`src/rtl/alu_mext_pipe.sv`:
```
// alu_mext_pipe: registered execute-stage ALU with valid/ready handshakes,
// base RV32I integer ops, and optional RV32M multiply plus an iterative
// restoring divider that back-pressures the issue side while it runs.
module alu_mext_pipe #(
   parameter int N        = 32,
   parameter bit ENABLE_M = 1'b1,
   parameter int SHAMT_W  = $clog2(N)
) (
   input  logic         clk,
   input  logic         rst,
   input  logic         in_valid,
   output logic         in_ready,
   input  logic [4:0]   op,
   input  logic [N-1:0] a,
   input  logic [N-1:0] b,
   output logic         out_valid,
   input  logic         out_ready,
   output logic [N-1:0] result,
   output logic         zero,
   output logic         illegal,
   output logic         busy
);

   localparam int            CNT_W   = $clog2(N);
   localparam logic [N-1:0]  MIN_NEG = {1'b1, {(N-1){1'b0}}};

   typedef enum logic {S_IDLE, S_DIV} state_t;

   state_t             r_state;
   logic [CNT_W-1:0]   r_cnt;
   logic               r_out_valid;
   logic [N-1:0]       r_result;
   logic               r_zero;
   logic               r_illegal;

   // Divider working registers: dividend shifts out of r_quo while
   // quotient bits shift in; r_rem holds the partial remainder.
   logic [N-1:0]       r_quo;
   logic [N-1:0]       r_rem;
   logic [N-1:0]       r_dvsr;
   logic               r_neg_out;
   logic               r_want_rem;

   logic               w_m;
   logic               w_alt;
   logic [2:0]         w_f3;
   logic [SHAMT_W-1:0] w_shamt;
   logic               w_accept;

   assign w_m     = op[4];
   assign w_alt   = op[3];
   assign w_f3    = op[2:0];
   assign w_shamt = b[SHAMT_W-1:0];

   // A new op is taken only when the divider is idle and the result slot
   // is free or being drained this cycle; never a function of in_valid.
   assign in_ready = (r_state == S_IDLE) && (!r_out_valid || out_ready);
   assign w_accept = in_valid && in_ready;

   // ------------------------------------------------------------------
   // Base integer ops
   // ------------------------------------------------------------------
   logic [N-1:0] w_base_res;
   logic         w_base_ill;

   // Base ALU result; alt is only meaningful for ADD/SUB and SRL/SRA.
   // NOTE: every output of a combinational block gets a default first so
   // no path leaves it unassigned and no latch is inferred.
   always_comb begin
      w_base_res = '0;
      w_base_ill = 1'b0;
      case (w_f3)
         3'd0: w_base_res = w_alt ? (a - b) : (a + b);
         3'd1: w_base_res = a << w_shamt;
         3'd2: w_base_res = {{(N-1){1'b0}}, ($signed(a) < $signed(b))};
         3'd3: w_base_res = {{(N-1){1'b0}}, (a < b)};
         3'd4: w_base_res = a ^ b;
         3'd5: begin
            // Kept as separate statements: a ternary mixing the signed and
            // unsigned shift would turn the arithmetic shift logical.
            if (w_alt) w_base_res = $signed(a) >>> w_shamt;
            else       w_base_res = a >> w_shamt;
         end
         3'd6: w_base_res = a | b;
         default: w_base_res = a & b;
      endcase
      if (w_alt && (w_f3 != 3'd0) && (w_f3 != 3'd5)) begin
         w_base_ill = 1'b1;
         w_base_res = '0;
      end
   end

   // ------------------------------------------------------------------
   // Multiplier: one 2N-bit product, operands pre-extended per signedness
   // ------------------------------------------------------------------
   logic [N-1:0] w_mul_res;

   if (ENABLE_M) begin : g_mul
      logic         w_sext_a;
      logic         w_sext_b;
      logic [2*N-1:0] w_ma;
      logic [2*N-1:0] w_mb;
      logic [2*N-1:0] w_prod;

      assign w_sext_a  = ((w_f3 == 3'd1) || (w_f3 == 3'd2)) && a[N-1];
      assign w_sext_b  = (w_f3 == 3'd1) && b[N-1];
      assign w_ma      = {{N{w_sext_a}}, a};
      assign w_mb      = {{N{w_sext_b}}, b};
      assign w_prod    = w_ma * w_mb;
      assign w_mul_res = (w_f3 == 3'd0) ? w_prod[N-1:0] : w_prod[2*N-1:N];
   end else begin : g_no_mul
      assign w_mul_res = '0;
   end

   // ------------------------------------------------------------------
   // Divide decode, special cases and operand magnitudes
   // ------------------------------------------------------------------
   logic         w_is_div;
   logic         w_div_signed;
   logic         w_div_rem;
   logic         w_b_zero;
   logic         w_ovf;
   logic         w_div_special;
   logic [N-1:0] w_div_special_res;
   logic         w_div_start;
   logic         w_a_neg;
   logic         w_b_neg;
   logic [N-1:0] w_a_mag;
   logic [N-1:0] w_b_mag;

   assign w_is_div      = ENABLE_M && w_m && !w_alt && w_f3[2];
   assign w_div_signed  = !w_f3[0];
   assign w_div_rem     = w_f3[1];
   assign w_b_zero      = (b == '0);
   assign w_ovf         = w_div_signed && (a == MIN_NEG) && (b == '1);
   assign w_div_special = w_b_zero || w_ovf;
   assign w_div_start   = w_accept && w_is_div && !w_div_special;

   // Divide by zero and signed overflow resolve immediately.
   always_comb begin
      w_div_special_res = '0;
      if (w_b_zero)
         w_div_special_res = w_div_rem ? a : '1;
      else if (w_ovf)
         w_div_special_res = w_div_rem ? '0 : a;
   end

   assign w_a_neg = w_div_signed && a[N-1];
   assign w_b_neg = w_div_signed && b[N-1];
   assign w_a_mag = w_a_neg ? (-a) : a;
   assign w_b_mag = w_b_neg ? (-b) : b;

   // ------------------------------------------------------------------
   // Single-cycle result select
   // ------------------------------------------------------------------
   logic [N-1:0] w_res;
   logic         w_ill;

   // Merge base, multiply and divide-special results; illegal forces 0.
   always_comb begin
      w_res = '0;
      w_ill = 1'b0;
      if (!w_m) begin
         w_res = w_base_res;
         w_ill = w_base_ill;
      end else if (w_alt || !ENABLE_M) begin
         w_ill = 1'b1;
      end else if (!w_f3[2]) begin
         w_res = w_mul_res;
      end else begin
         w_res = w_div_special_res;
      end
   end

   // ------------------------------------------------------------------
   // Restoring divide step
   // ------------------------------------------------------------------
   logic [N:0]   w_shift;
   logic         w_fits;
   logic [N-1:0] w_sub;
   logic [N-1:0] w_quo_next;
   logic [N-1:0] w_rem_next;
   logic [N-1:0] w_div_final;
   logic         w_last;

   assign w_shift    = {r_rem, r_quo[N-1]};
   assign w_fits     = (w_shift >= {1'b0, r_dvsr});
   // When the divisor fits the difference is below 2^N, so N bits suffice.
   assign w_sub      = w_shift[N-1:0] - r_dvsr;
   assign w_quo_next = {r_quo[N-2:0], w_fits};
   assign w_rem_next = w_fits ? w_sub : w_shift[N-1:0];
   assign w_last     = (r_state == S_DIV) && (r_cnt == CNT_W'(N-1));

   // Sign correction applied on the final step's quotient or remainder.
   always_comb begin
      w_div_final = '0;
      if (r_want_rem)
         w_div_final = r_neg_out ? (-w_rem_next) : w_rem_next;
      else
         w_div_final = r_neg_out ? (-w_quo_next) : w_quo_next;
   end

   // Divider control FSM: IDLE -> DIV for N steps -> IDLE.
   // NOTE: sequential state is always written with non-blocking assignments
   // so every register samples pre-edge values regardless of block order.
   always_ff @(posedge clk) begin
      if (rst) begin
         r_state <= S_IDLE;
         r_cnt   <= '0;
      end else begin
         case (r_state)
            S_IDLE: begin
               r_cnt <= '0;
               if (w_div_start) r_state <= S_DIV;
            end
            default: begin
               if (w_last) begin
                  r_state <= S_IDLE;
                  r_cnt   <= '0;
               end else begin
                  r_cnt <= r_cnt + 1'b1;
               end
            end
         endcase
      end
   end

   // Divider datapath: load magnitudes on start, one step per DIV cycle.
   // NOTE: these registers carry no reset; they are always loaded on
   // divide start before use, and the FSM reset alone discards a divide.
   always_ff @(posedge clk) begin
      if (w_div_start) begin
         r_quo      <= w_a_mag;
         r_rem      <= '0;
         r_dvsr     <= w_b_mag;
         r_want_rem <= w_div_rem;
         r_neg_out  <= w_div_rem ? w_a_neg : (w_a_neg ^ w_b_neg);
      end else if (r_state == S_DIV) begin
         r_quo <= w_quo_next;
         r_rem <= w_rem_next;
      end
   end

   // Output register: load on single-cycle accept or divide completion,
   // hold while stalled, drop valid once consumed.
   always_ff @(posedge clk) begin
      if (rst) begin
         r_out_valid <= 1'b0;
         r_result    <= '0;
         r_zero      <= 1'b0;
         r_illegal   <= 1'b0;
      end else if (w_accept && !w_div_start) begin
         r_out_valid <= 1'b1;
         r_result    <= w_res;
         r_zero      <= (w_res == '0);
         r_illegal   <= w_ill;
      end else if (w_last) begin
         r_out_valid <= 1'b1;
         r_result    <= w_div_final;
         r_zero      <= (w_div_final == '0);
         r_illegal   <= 1'b0;
      end else if (r_out_valid && out_ready) begin
         r_out_valid <= 1'b0;
      end
   end

   assign out_valid = r_out_valid;
   assign result    = r_result;
   assign zero      = r_zero;
   assign illegal   = r_illegal;
   assign busy      = (r_state != S_IDLE);

endmodule

```
`config.mk`:
```
export PLATFORM = sky130hd
export DESIGN_NAME = alu_mext_pipe
export DESIGN_NICKNAME = d
export VERILOG_FILES = /design/src/rtl/alu_mext_pipe.sv
export SDC_FILE = /design/constraint.sdc
export NUM_CORES = 2
export LEC_CHECK = 0
export BUFFER_PORTS_ARGS = -buffer_cell sky130_fd_sc_hd__buf_2
export CORE_UTILIZATION = 55
export DETAILED_ROUTE_END_ITERATION = 10
export GPL_ROUTABILITY_DRIVEN = 1
export PLACE_DENSITY = 0.71
export SLEW_MARGIN = 10
export SYNTH_ARGS = -nofsm -noshare
export SYNTH_HDL_FRONTEND = slang
export SYNTH_SLANG_ARGS = --single-unit
```
`constraint.sdc`:
```
create_clock -name clk -period 24 [get_ports clk]
set_input_delay 7.2 -clock clk [delete_from_list [all_inputs] [get_ports clk]]
set_output_delay 7.2 -clock clk [all_outputs]
set_load 0.01 [all_outputs]
```
Word level (Yosys, flattened, before mapping). Index checks and enable logic that the tools add are counted.

Register bits after elaboration: 139. Input bits: 73.

$lt $le $gt $ge: 3. Shifts and indexed selects: 3. Eq/ne operators: 10. Add/subtract/negate cells: 8. $mul: 1. Mux-type cells: 36. Bitwise operators: 5. Reduce and logical (&&, ||, !) cells: 34.

Operator list (count): $mux W32 (21); $pmux W32 S7 (1); $neg A32 Y32 (4); $logic_not A32 Y1 (3); $eq A32 B32 Y1 const B (2); $lt A32 B32 Y1 (2); $mul A33 B33 Y64 (1); $sub A32 B32 Y32 (2); $ge A33 B32 Y1 (1); $add A32 B32 Y32 (1); $and A32 B32 Y32 (1); $or A32 B32 Y32 (1); $shl A32 B5 Y32 (1); $shr A32 B5 Y32 (1); $sshr A32 B5 Y32 (1); $xor A32 B32 Y32 (1); $logic_and A1 B1 Y1 (17); $mux W1 (14); $eq A3 B3 Y1 const B (3); $eq A3 B2 Y1 const B (2); $reduce_bool A3 Y1 (2); $add A5 B1 Y5 const B (1); $eq A5 B5 Y1 const B (1); $logic_not A1 Y1 (5); 8 further kinds (11).

Depth between registers and ports, before layout.
Word-level depth: 10. Gate-level depth with buffers: 41.

Least setup slack after synthesis. Ideal clock, no wire load.

Kind: input to register. Start point: input b[2]. End point: register r_zero, in the netlist zero. Required time: 23.927 ns. Stages on the path: 39. Arrival: 17.743 ns. Slack: 6.184 ns. Setup time: 0.073 ns. Cells stage by stage: clkbuf_1 > buf_2 > buf_1 > clkbuf_1 > clkbuf_1 > buf_1 > buf_1 > clkbuf_1 > buf_1 > nand2_1 > fa_1 > fa_1 > inv_1 > fa_1 > fa_1 > inv_1 > fa_1 > inv_1 > (+3 left out) > inv_1 > fa_1 > ha_1 > clkbuf_1 > nand2_1 > or2_2 > nand2b_1 > a21oi_1 > or2_0 > o2111ai_1 > o311a_1 > a211o_1 > or4b_1 > or4_1 > or4_1 > nor4b_1 > nand4bb_1 > o211ai_2.

Word-level cells in the longest chain between the ends: 9.

Ends and longest elaborated chain: start, declared (line 15) `input logic [N-1:0] b,`; parallel branches: the longest is 9 deep, another holds $mul A33 B33 Y64; end signal, assigned (line 255) `r_zero <= (w_res == '0);`; end signal, assigned (line 260) `r_zero <= (w_div_final == '0);`; end, declared (line 33) `logic r_zero;`.

Parallel ways; which one is timed is not known. A chain may end at the register's enable or synchronous reset.

Worst setup path after layout.
Start point: input op[0]. End point: register r_zero, in the netlist zero.

Word-level cells in the longest chain between the ends: 10.

Ends and longest elaborated chain: start, declared (line 13) `input logic [4:0] op,`; $eq A3 B1 Y1 (tied with other cells) (line 72, 105, 106); $logic_or A1 B1 Y1 or $logic_and A1 B1 Y1 (tied branches) (line 105, 135); $logic_and A1 B1 Y1, on equally long branches (line 105, 135); $mul A33 B33 Y64 or $mux W32 (tied branches) (line 109, 144); $mux W32, on equally long branches (line 110, 142); $mux W32 (line 168) `end else if (!w_f3[2]) begin`; $mux W32 (line 166) `end else if (w_alt || !ENABLE_M) begin`; $mux W32 (line 163) `if (!w_m) begin`; $logic_not A32 Y1 (line 255); $mux W1 (line 252) `end else if (w_accept && !w_div_start) begin`.

Several ways; a longest one is shown, not always the timed one.

==> results_dict.tcl <==
set metrics [dict create \
    drive_gt1_frac 0.0621 \
    relSlewSlack 0.0943 \
    syn_area_sq_um 58500 \
    cts_buffer_depth 2 \
    synth_commonest_cells "inv_1 (1323), fa_1 (1128), nand2_1 (1090)" \
    postCtsSetupBuffers 0 \
    yosysTopAreaCell "fa_1" \
    cts_tree "yes" \
    drtIter0Drc 8280 \
    required_ns 24.37 \
    synthFlopType "dfxtp_1" \
    post-route-drc-count 0 \
    synth_most_common_cell "inv_1" \
    synth_simple_gate_area_frac 0.164 \
    hold_viol 0 \
    wl_microns 277000 \
    hold_class "flip-flop to flip-flop" \
    grt_pass1_vias 56853 \
    htreeDepth 4 \
    fin_setup_tns_ns 0 \
    via_per_inst 6.68 \
    cts.hold.buffers_added 0 \
    antenna_found_initial 29 \
    grtUsageTotal 0.516 \
    synthArstFlopShare 0 \
    ys_seq_elements 139 \
    clkTransAtPathRegs_ns 0.06 \
    worst_setup_path_end_kind "flip-flop" \
    grt_max_degree 97 \
    critPathMaxFanout 20 \
    status "finished clean" \
    cap_violations 0 \
    firstDrtPassIters 7 \
    rsz0062_at_grt "false" \
    synth_top_family_by_area "adder cells" \
    crit_type "input port to flip-flop" \
    cp_common_cell "fa_1" \
    core-area_sq_um 105000 \
    vias 56758 \
    num-fill-cells 9495 \
    synthAdderAreaFrac 0.461 \
    worst_pin_slew_ns 1.34 \
    yosys.area.top_type_share 0.386 \
    layout.nets 8623 \
    cts_resized 0 \
    cts_buffers 17 \
    finalCritPeriodShare 0.782 \
    clock_latency_ns 0.45 \
    slowest_delay_ns 0.87 \
    rows 119 \
    slew_viol_final 0 \
    grt_pass1_wl_microns 396000 \
    die_h_microns 328 \
    port_buffers 109 \
    yosys_warnings 0 \
    start_util 0.555 \
    layout_setup_ws_ns 5.24 \
    die_width_microns 328 \
    crit_buf_inv 7 \
    synth_nets 8795 \
    cp.arrival_ns 19.13 \
    synthMuxAreaShare 0.0309 \
    syn_area_per_cell_sq_um 8.07 \
    cts_root_buffer "clkbuf_16" \
    dp_hpwl_microns 210000 \
    cp-start-kind "input port" \
    dpl_worst_slack_ns 5.11 \
    die-area_sq_um 108000 \
    clock.fmax_mhz 53.3 \
    finalClockSkew_ns 0.0141 \
    yosys-top-cells-area "fa_1 (39%), inv_1 (8.5%), ha_1 (7.4%)" \
    synthXorXnorAreaFrac 0.0276 \
    cts.sinks 139 \
    synth-edff-count 66 \
    syn_inst 7246 \
    area_delta_synth_final_pct 4.29 \
    setup_violations 0 \
    pin_count 110 \
    crit_path_top_delay_cell "fa_1" \
    seq_area_frac_synth 0.0589 \
    synth_compound_area_frac 0.140 \
    routedWlPerCell_microns 32.5 \
    overflow 0 \
    yosys.cell_types.count 108 \
    period_minus_slack_ns 18.76 \
    gp_congestion 1.13 \
    ant_nets 0 \
    crit_family "adder cells" \
]
-- layout by cell type (no fill, tap or decap), types with 17 or more instances in the layout --
master     count
a211o_1       18
a211oi_1      56
a21o_1        56
a21oi_1      390
a221oi_1      23
a22oi_1       22
a31oi_1       53
and2_1        28
and3_1        28
buf_2        105
buf_4        179
clkbuf_16     17
clkinv_1      20
dfxtp_1       73
diode_2       23
edfxtp_1      66
fa_1        1128
ha_1         348
inv_1       1323
mux2i_1       64
mux4_2        43
nand2_1     1090
nand2b_1      28
nand3_1       85
nand4_1       49
nor2_1       634
nor2b_1       24
nor3_1        94
nor4_1        38
o211ai_1      46
o21a_1        27
o21ai_0      273
o21bai_1      17
o221ai_1      23
o22ai_1       30
o31ai_1       32
or3_1         29
or4_1         17
xnor2_1      140
xor2_1        44
-- registers in the layout, indices dropped and copies added, names as in the netlist --
register,cells
busy,1
illegal,1
out_valid,1
r_cnt,5
r_dvsr,32
r_neg_out,1
r_quo,32
r_rem,32
r_want_rem,1
result,32
zero,1
-- logic make-up after synthesis --
group	Yosys count
adders and majority gates	1476
muxes	124
buffers and inverters	1826
and+or+nand+nor	2225
xor gates and xnor gates	184
AOI/OAI and AO/OA	1272
DFF	139
-- path summary, 6_finish.rpt --
check                         startpoint                      to  slack (ns)  depth (start not counted)
hold reg to reg   result[7]$_SDFFE_PP0P_  result[7]$_SDFFE_PP0P_        0.45                          2
setup reg to reg  r_rem[21]$_SDFFE_PP0P_       zero$_SDFFE_PP0P_       16.89                         18
setup / recovery                   op[0]       zero$_SDFFE_PP0P_        5.24                         34
hold / removal    result[7]$_SDFFE_PP0P_  result[7]$_SDFFE_PP0P_        0.45                          2
-- layout make-up --
type / count / area, sq um / share of cell area
sequential: 139 / 3440 / 0.0565
tap: 1391 / 1740 / 0.0285
clock inverter: 12 / 188 / 0.00308
timing repair buffer: 284 / 1870 / 0.0307
multi-input combinational: 5281 / 48200 / 0.790
antenna: 23 / 57.6 / 0.000944
inverter: 1351 / 5070 / 0.0832
clock buffer: 20 / 437 / 0.00716
-- through the flow --
| step | hold slack, ns | utilization | cell area [sq um] | cells |
|---|---|---|---|---|
| finish | 0.454 | 0.579 | 61000 | 8501 |
| global route | 0.474 | 0.579 | 60900 | 8479 |
| CTS | 0.453 | 0.579 | 60900 | 8478 |
| detailed placement | 0.444 | 0.573 | 60300 | 8446 |
| global placement | 0.435 | 0.573 | 60300 | 8446 |
| floorplan | 0.418 | - | 58500 | 7246 |
-- worst min-delay path, cell delays in order (launching register included) --
cell     delay (ns)
dfxtp_1        0.31
nand2_1        0.05
a21oi_1        0.05
-- metal layers --
metal  vias to the layer above  GRT usage  routed length [microns]
met1                     28191      0.646                    99200
li1                      22770          -                        -
met2                      4476      0.727                   112000
met5                         -    0.00488                      127
met3                      1299      0.207                    41200
met4                        22      0.358                    24300
Power is left out: the tool's default activity adds up to more than one toggle a clock period on the data nets, which glitch-free logic cannot reach.
